===== src/rtl/seg7_scan_driver.sv =====
// Time-multiplexed driver for a 4-digit common-anode seven-segment display.
// Latches the segment word once per frame; adds a guard interval, leading-zero blanking and blink.
module seg7_scan_driver #(
    parameter int REFRESH_DIV  = 100000,
    parameter int GUARD        = 2,
    parameter int BLINK_FRAMES = 125
) (
    input  logic        clk,
    input  logic        rst,
    input  logic [27:0] display_all,
    input  logic        blank_lz,
    input  logic        blink_en,
    output logic [3:0]  an,
    output logic [6:0]  seg,
    output logic        dp
);

    localparam int SW = (REFRESH_DIV > 1) ? $clog2(REFRESH_DIV) : 1;
    localparam int FW = (BLINK_FRAMES > 1) ? $clog2(BLINK_FRAMES) : 1;
    localparam logic [SW-1:0] SLOT_LAST  = SW'(REFRESH_DIV - 1);
    localparam logic [SW-1:0] GUARD_END  = SW'(GUARD);
    localparam logic [FW-1:0] FRAME_LAST = FW'(BLINK_FRAMES - 1);
    localparam logic [6:0]    ZERO       = 7'b1000000;

    logic [SW-1:0] r_slot_cnt;
    logic [1:0]    r_idx;
    logic [27:0]   r_in;
    logic [27:0]   r_frame;
    logic          r_frame_vld;
    logic [FW-1:0] r_frame_cnt;
    logic          r_blink_phase;
    logic [3:0]    r_an;
    logic [6:0]    r_seg;

    logic          w_tick;
    logic          w_frame_end;
    logic          w_z3, w_z2, w_z1;
    logic          w_blanked;
    logic          w_off;
    logic [6:0]    w_digit_seg;

    assign w_tick      = (r_slot_cnt == SLOT_LAST);
    assign w_frame_end = w_tick & (r_idx == 2'd3);

    always_ff @(posedge clk or posedge rst) begin
        if (rst) begin
            r_slot_cnt <= '0;
            r_idx      <= 2'd0;
        end else if (w_tick) begin
            r_slot_cnt <= '0;
            r_idx      <= r_idx + 2'd1;
        end else begin
            r_slot_cnt <= r_slot_cnt + SW'(1);
        end
    end

    // r_frame only moves at the end of a full scan so no digit is ever torn.
    // r_frame_vld keeps the anodes dark until the first real frame has been captured.
    always_ff @(posedge clk or posedge rst) begin
        if (rst) begin
            r_in        <= 28'hFFFFFFF;
            r_frame     <= 28'hFFFFFFF;
            r_frame_vld <= 1'b0;
        end else begin
            r_in <= display_all;
            if (w_frame_end) begin
                r_frame     <= r_in;
                r_frame_vld <= 1'b1;
            end
        end
    end

    always_ff @(posedge clk or posedge rst) begin
        if (rst) begin
            r_frame_cnt   <= '0;
            r_blink_phase <= 1'b0;
        end else if (!blink_en) begin
            r_frame_cnt   <= '0;
            r_blink_phase <= 1'b0;
        end else if (w_frame_end) begin
            if (r_frame_cnt == FRAME_LAST) begin
                r_frame_cnt   <= '0;
                r_blink_phase <= ~r_blink_phase;
            end else begin
                r_frame_cnt <= r_frame_cnt + FW'(1);
            end
        end
    end

    assign w_z3 = (r_frame[27:21] == ZERO);
    assign w_z2 = w_z3 & (r_frame[20:14] == ZERO);
    assign w_z1 = w_z2 & (r_frame[13:7] == ZERO);

    always_comb begin
        w_blanked   = 1'b0;
        w_digit_seg = r_frame[6:0];
        case (r_idx)
            2'd3: begin
                w_blanked   = blank_lz & w_z3;
                w_digit_seg = r_frame[27:21];
            end
            2'd2: begin
                w_blanked   = blank_lz & w_z2;
                w_digit_seg = r_frame[20:14];
            end
            2'd1: begin
                w_blanked   = blank_lz & w_z1;
                w_digit_seg = r_frame[13:7];
            end
            default: begin
                w_blanked   = 1'b0;
                w_digit_seg = r_frame[6:0];
            end
        endcase
    end

    assign w_off = (r_slot_cnt < GUARD_END) | ~r_frame_vld | w_blanked
                 | (blink_en & r_blink_phase);

    always_ff @(posedge clk or posedge rst) begin
        if (rst) begin
            r_an  <= 4'b1111;
            r_seg <= 7'h7F;
        end else if (w_off) begin
            r_an  <= 4'b1111;
            r_seg <= 7'h7F;
        end else begin
            r_an  <= ~(4'b0001 << r_idx);
            r_seg <= w_digit_seg;
        end
    end

    assign an  = r_an;
    assign seg = r_seg;
    assign dp  = 1'b1;

endmodule


===== config.mk =====
export PLATFORM = sky130hd
export DESIGN_NAME = seg7_scan_driver
export DESIGN_NICKNAME = d
export VERILOG_FILES = /design/src/rtl/seg7_scan_driver.sv
export SDC_FILE = /design/constraint.sdc
export NUM_CORES = 1
export LEC_CHECK = 0
export ABC_AREA = 0
export CORE_MARGIN = 2
export CORE_UTILIZATION = 55
export CTS_CLUSTER_DIAMETER = 100
export DETAILED_ROUTE_END_ITERATION = 12
export DONT_BUFFER_PORTS = 1
export GPL_ROUTABILITY_DRIVEN = 0
export GPL_TIMING_DRIVEN = 0
export PLACE_DENSITY_LB_ADDON = 0.1
export SYNTH_ARGS = -nofsm -noshare
export SYNTH_HDL_FRONTEND = slang
export SYNTH_SLANG_ARGS = --single-unit

===== constraint.sdc =====
create_clock -name clk -period 3.2 [get_ports clk]
set_clock_uncertainty 0.05 [all_clocks]
set_input_delay 0.64 -clock clk [delete_from_list [all_inputs] [get_ports clk]]
set_output_delay 0.64 -clock clk [all_outputs]
set_load 0.01 [all_outputs]

==> impl_metrics.ini <==
[synthesis]
syn_area_um2 = 3959
netlist_top_cells_count = 67 x dfstp_2, 28 x dfrtp_1, 19 x mux2_2, 18 x nand2_1, 12 x o211ai_1
synth.most_common_cell = dfstp_2
async_flop_share_pct = 100.0
synth_cells = 295
synth_ff_type = dfstp_2
synth_area_leaders = dfstp_2 44%, dfrtp_1 18%, mux2_2 5.4%, mux2_4 3.4%, ha_1 2.5%
synth_edf_count = 0
ys_seq_area_share_pct = 62.17
avgSynthCellArea_um2 = 13.42
ys_warn_count = 0
ys_types = 45
yosysTopAreaCell = dfstp_2
synth_top_area_share_pct = 44.47
synth_seq_cells = 95
syn-num-nets = 335

[sta]
fin_crit_sh_pct = 80.49
finalSetupViolations = 0
clock.fmax_mhz = 388.2
hold_slack_ns = 0.02523
hold_violations = 0
fin_crit_ns = 2.576
worstMarginPinSlew_ns = 0.7102
relSlewSlack_pct = 52.26
slew_violations = 0
tns_ns = 0
rsz0062_at_grt = no

[setup_path]
slowest_stage = nor4_2
reg2reg_from = r_slot_cnt[12]$_DFF_PP0_
endpoint_kind = flip-flop
cp-start-kind = flip-flop
crit_chain = or4_4, nor4_2, clkbuf_1, nand3_1, a21oi_1
critical_path_class = flip-flop to flip-flop
ff2ff_setup_slack_ns = 0.62
r2r_cells = 5
arrival_ns = 2.82
worstPathMaxFanout = 10
timing.rr.end = r_frame_cnt[1]$_DFFE_PP0P_
cp_slowest_stage_delay_ns = 0.68
required_ns = 3.44

[routing]
wl_per_cell_um = 17.22
drt_wl_total_mm = 7.025
firstDrtPassIters = 4
avgViaCountPerCell = 5.669
via_count = 2313
drt_iter0_drc = 144
remaining_drc_errors = 0
ant_nets = 0

[status]
status = complete, no violations

[finish]
drive_above_1_share_pct = 39.74
insertedDiodeCount = 0
nets = 347
final_cell_area_um2 = 4297
fin_cells = 408
syn2layout_area_growth_pct = 8.533

[grt]
grt_max_degree = 79
grt_pass1_vias = 2285
grt_pass1_wl_mm = 11.60
grt_use_total_pct = 19.94
antenna_found_initial = 0
overflow = 0

[clock_tree]
clk_latency_ns = 0.36
clockBufferDepth = 2
hold_buffers = 0
cts_resized = 0
post_cts_buffers = 0
cts_inserted_buffers = 9
clock-root-buffer = clkbuf_8
cts.sink_count = 95
path_clk_slew_ns = 0.10
cts_tree = yes
cts_max_level = 3

[pwr]
power_density_nw_per_um2 = 467.9
leakage_nw = 1.711
ir_drop_mv = 0.2694

[worst_hold_path]
hold_class = primary input to asynchronous set/reset pin

[job]
drv_cap = 0

[die]
core_um2 = 6869
start_util_pct = 57.63
io-pin-count = 44
die_h_um = 88.84
die_width_um = 88.84
placementRows = 30
die_area_um2 = 7893

[placement]
post_dp_cell_area_um2 = 4109
port-buffer-count = 0
place_hpwl_mm = 4.801
numPlacedInstances = 392
[metal layers]
layer | wire [um] | vias up | track usage (%) | share of wire, %
li1 | - | 1091 | - | -
met1 | 3402 | 1155 | 29.25 | 48
met2 | 3140 | 60 | 28.63 | 45
met3 | 403 | 7 | 6.810 | 5.7
met4 | 78 | 0 | 4.959 | 1.1
met5 | 0 | - | 0 | 0
[cells in the final DEF, fill, tap and decap left out, drive strengths merged, types with 9 or more instances in the layout]
| cell type | n |
|---|---|
| o21ai | 11 |
| nand4 | 9 |
| dfrtp | 28 |
| nor2 | 12 |
| clkbuf | 19 |
| mux2 | 28 |
| o211ai | 12 |
| inv | 13 |
| dfstp | 67 |
| nand2 | 18 |
[power by group]
part,switching (W),total (W),internal [W]
Clock,0.000442,0.000741,0.000299
Sequential,0.00000511,0.00124,0.00123
Combinational,0.0000240,0.0000294,0.00000540
Total,0.000472,0.00201,0.00154
[worst max-delay path: cells and delay by family, from the launching register on]
family / cells / cell delay (ns)
simple gates: 3 / 1.39
buf+inv: 1 / 0.47
flops: 1 / 0.44
compound gates: 1 / 0.16
[through the flow]
step           utilization, %  power [W]  setup WS (ns)
2_1_floorplan               -   0.001277         0.1439
3_3_place_gp            59.38   0.001285        -0.7082
3_5_place_dp            59.82   0.001291         0.6358
4_1_cts                 62.55   0.002036         0.6201
5_1_grt                 62.55   0.002095         0.4279
6_report                62.55   0.002010         0.6242
[registers in the layout, summed over array words and instances (netlist names)]
| signal | flops |
|---|---|
| r_blink_phase | 1 |
| r_slot_cnt | 17 |
| r_in | 28 |
| seg | 7 |
| r_frame_cnt | 7 |
| r_frame_vld | 1 |
| r_idx | 2 |
| an | 4 |
| r_frame | 28 |
[area by class of cell]
| cell class | instances | area [um2] |
|---|---|---|
| fill | 515 | 2572 |
| sequential | 95 | 2461 |
| clock inverter | 7 | 63.81 |
| inverter | 9 | 36.28 |
| multi-input combinational | 176 | 1369 |
| tap | 96 | 120.1 |
| clock buffer | 9 | 123.9 |
| buffer | 15 | 95.09 |
| timing repair buffer | 1 | 27.53 |
[kinds of logic after synthesis]
| kind of cell | synth area share [%] |
|---|---|
| buffers and inverters | 3.255 |
| AND/OR/NAND/NOR | 11.25 |
| flip-flops | 62.17 |
| multiplexers | 9.071 |
| XOR/XNOR | 3.097 |
| other | 0.09473 |
| adder cells (fa/ha/maj) | 2.529 |
| AO/OA/AOI/OAI | 8.534 |
[worst max-delay path by stage]
stage | to | slack (ns) | from
after floorplan | r_blink_phase$_DFFE_PP0P_ | 0.14 | rst
after global placement | r_frame_cnt[5]$_DFFE_PP0P_ | -0.71 | rst
after detailed placement | r_frame[5]$_DFFE_PP1P_ | 0.64 | r_slot_cnt[12]$_DFF_PP0_
after CTS | r_frame[4]$_DFFE_PP1P_ | 0.62 | r_slot_cnt[12]$_DFF_PP0_
after global routing | r_frame_cnt[1]$_DFFE_PP0P_ | 0.43 | r_slot_cnt[12]$_DFF_PP0_
final | r_frame_cnt[1]$_DFFE_PP0P_ | 0.62 | r_slot_cnt[12]$_DFF_PP0_
Power figures use the tool's default switching activity.
==> edit (config.mk and constraints unchanged) <==
Set the parameter `BLINK_FRAMES` to 250 (it was 125).
--- a/src/rtl/seg7_scan_driver.sv
+++ b/src/rtl/seg7_scan_driver.sv
@@ -3,7 +3,7 @@
 module seg7_scan_driver #(
     parameter int REFRESH_DIV  = 100000,
     parameter int GUARD        = 2,
-    parameter int BLINK_FRAMES = 125
+    parameter int BLINK_FRAMES = 250
 ) (
     input  logic        clk,
     input  logic        rst,
Check against the original RTL: same outputs for any inputs over 10 cycles, from zero or initial values and one cycle with rst high; that may be too few to reach the edited logic, so the function may still have changed.
==> edit against the original RTL <==
Total power increased by 0.56%; wire length fell by 1.6%; worst hold slack better by 180 ps; synthesized area increased by 0.32%; worst setup slack worse by 38 ps; final area increased by 0.26%; sequential cell count increased by 1.
==> edit: results (changes against the original RTL) <==
metric,value,unit,change
DPL Wire Length,4.76,mm,was 4.80 mm
final-stage net count,361,,was 347
Yosys cell types,48,,was 45
Multi-input gate area,1390,sq um,was 1370 sq um
routed wl met2,3.05,mm,was 3.14 mm
# fillers,572,,was 515
layout cells sized above 1,0.340,,was 0.397
#MultiIn Comb,191,,was 176
worst hold path type,input pin to register,,was input pin to asynchronous set/reset pin
status,finished clean,,unchanged
sequential cell count,96,,was 95
top post-synthesis cells by area,"dfstp_2 (44%), dfrtp_1 (18%), mux2_2 (4.5%)",,"was dfstp_2 (44%), dfrtp_1 (18%), mux2_2 (5.4%)"
dpl ws,635,ps,was 636 ps
multi-input gate share of the layout cell area,0.322,,was 0.319
Pint,1.55,mW,was 1.54 mW
met2 Use GR,0.279,,was 0.286
DR WL/cell,16.4,um,was 17.2 um
synth cell count leaders,"dfstp_2 (67), nand2_1 (30), dfrtp_1 (29), mux2_2 (16)",,"was dfstp_2 (67), dfrtp_1 (28), mux2_2 (19), nand2_1 (18), o211ai_1 (12)"
DRT iter0 DRCs,147,,was 144
Sequential Power Share,0.620,,was 0.617
GR Util met1,0.297,,was 0.293
"Seq/Total Area, Yosys",0.626,,was 0.622
Buffers excl. clock,15,,was 16
GR Util All Layers,0.197,,was 0.199
inverters,8,,was 9
Post-Syn Nets,349,,was 335
Hold Slack,210,ps,was 25.2 ps
met3 WL post-DR,386,um,was 403 um
period utilisation layout,0.817,,was 0.805
CP Data Arrival Time,2810,ps,was 2820 ps
M3 GR Usage,0.0600,,was 0.0681
fin cells,422,,was 408
placed cells,406,,was 392
Worst Max-Slew Pin Slew,674,ps,was 710 ps
largest net degree at the start of global routing,54,,was 79
non-clk buf share,0.0224,,was 0.0285
ClkCell Share,0.0433,,was 0.0437
Via Count,2393,,was 2313
## edit: path summary, 6_finish.rpt
check                                          from                         end
min                                 display_all[14]          r_in[14]$_DFF_PP1_
min in group asynchronous                       rst          r_in[25]$_DFF_PP1_
max in group asynchronous                       rst           r_in[5]$_DFF_PP1_
max                        r_slot_cnt[12]$_DFF_PP0_  r_frame_cnt[4]$_DFFE_PP0P_
max reg2reg                r_slot_cnt[12]$_DFF_PP0_  r_frame_cnt[4]$_DFFE_PP0P_
min reg2reg                 r_frame_vld$_DFFE_PP0P_     r_frame_vld$_DFFE_PP0P_
## edit: logic make-up after synthesis
| kind of cell | after synthesis | synth area share |
|---|---|---|
| AOI/OAI and AO/OA | 47 | 0.0860 |
| xor gates and xnor gates | 13 | 0.0287 |
| adders and majority gates | 8 | 0.0252 |
| buffers and inverters | 22 | 0.0249 |
| DFF | 96 | 0.626 |
| muxes | 30 | 0.0844 |
| other | 1 | 0.000944 |
| and+or+nand+nor | 92 | 0.124 |
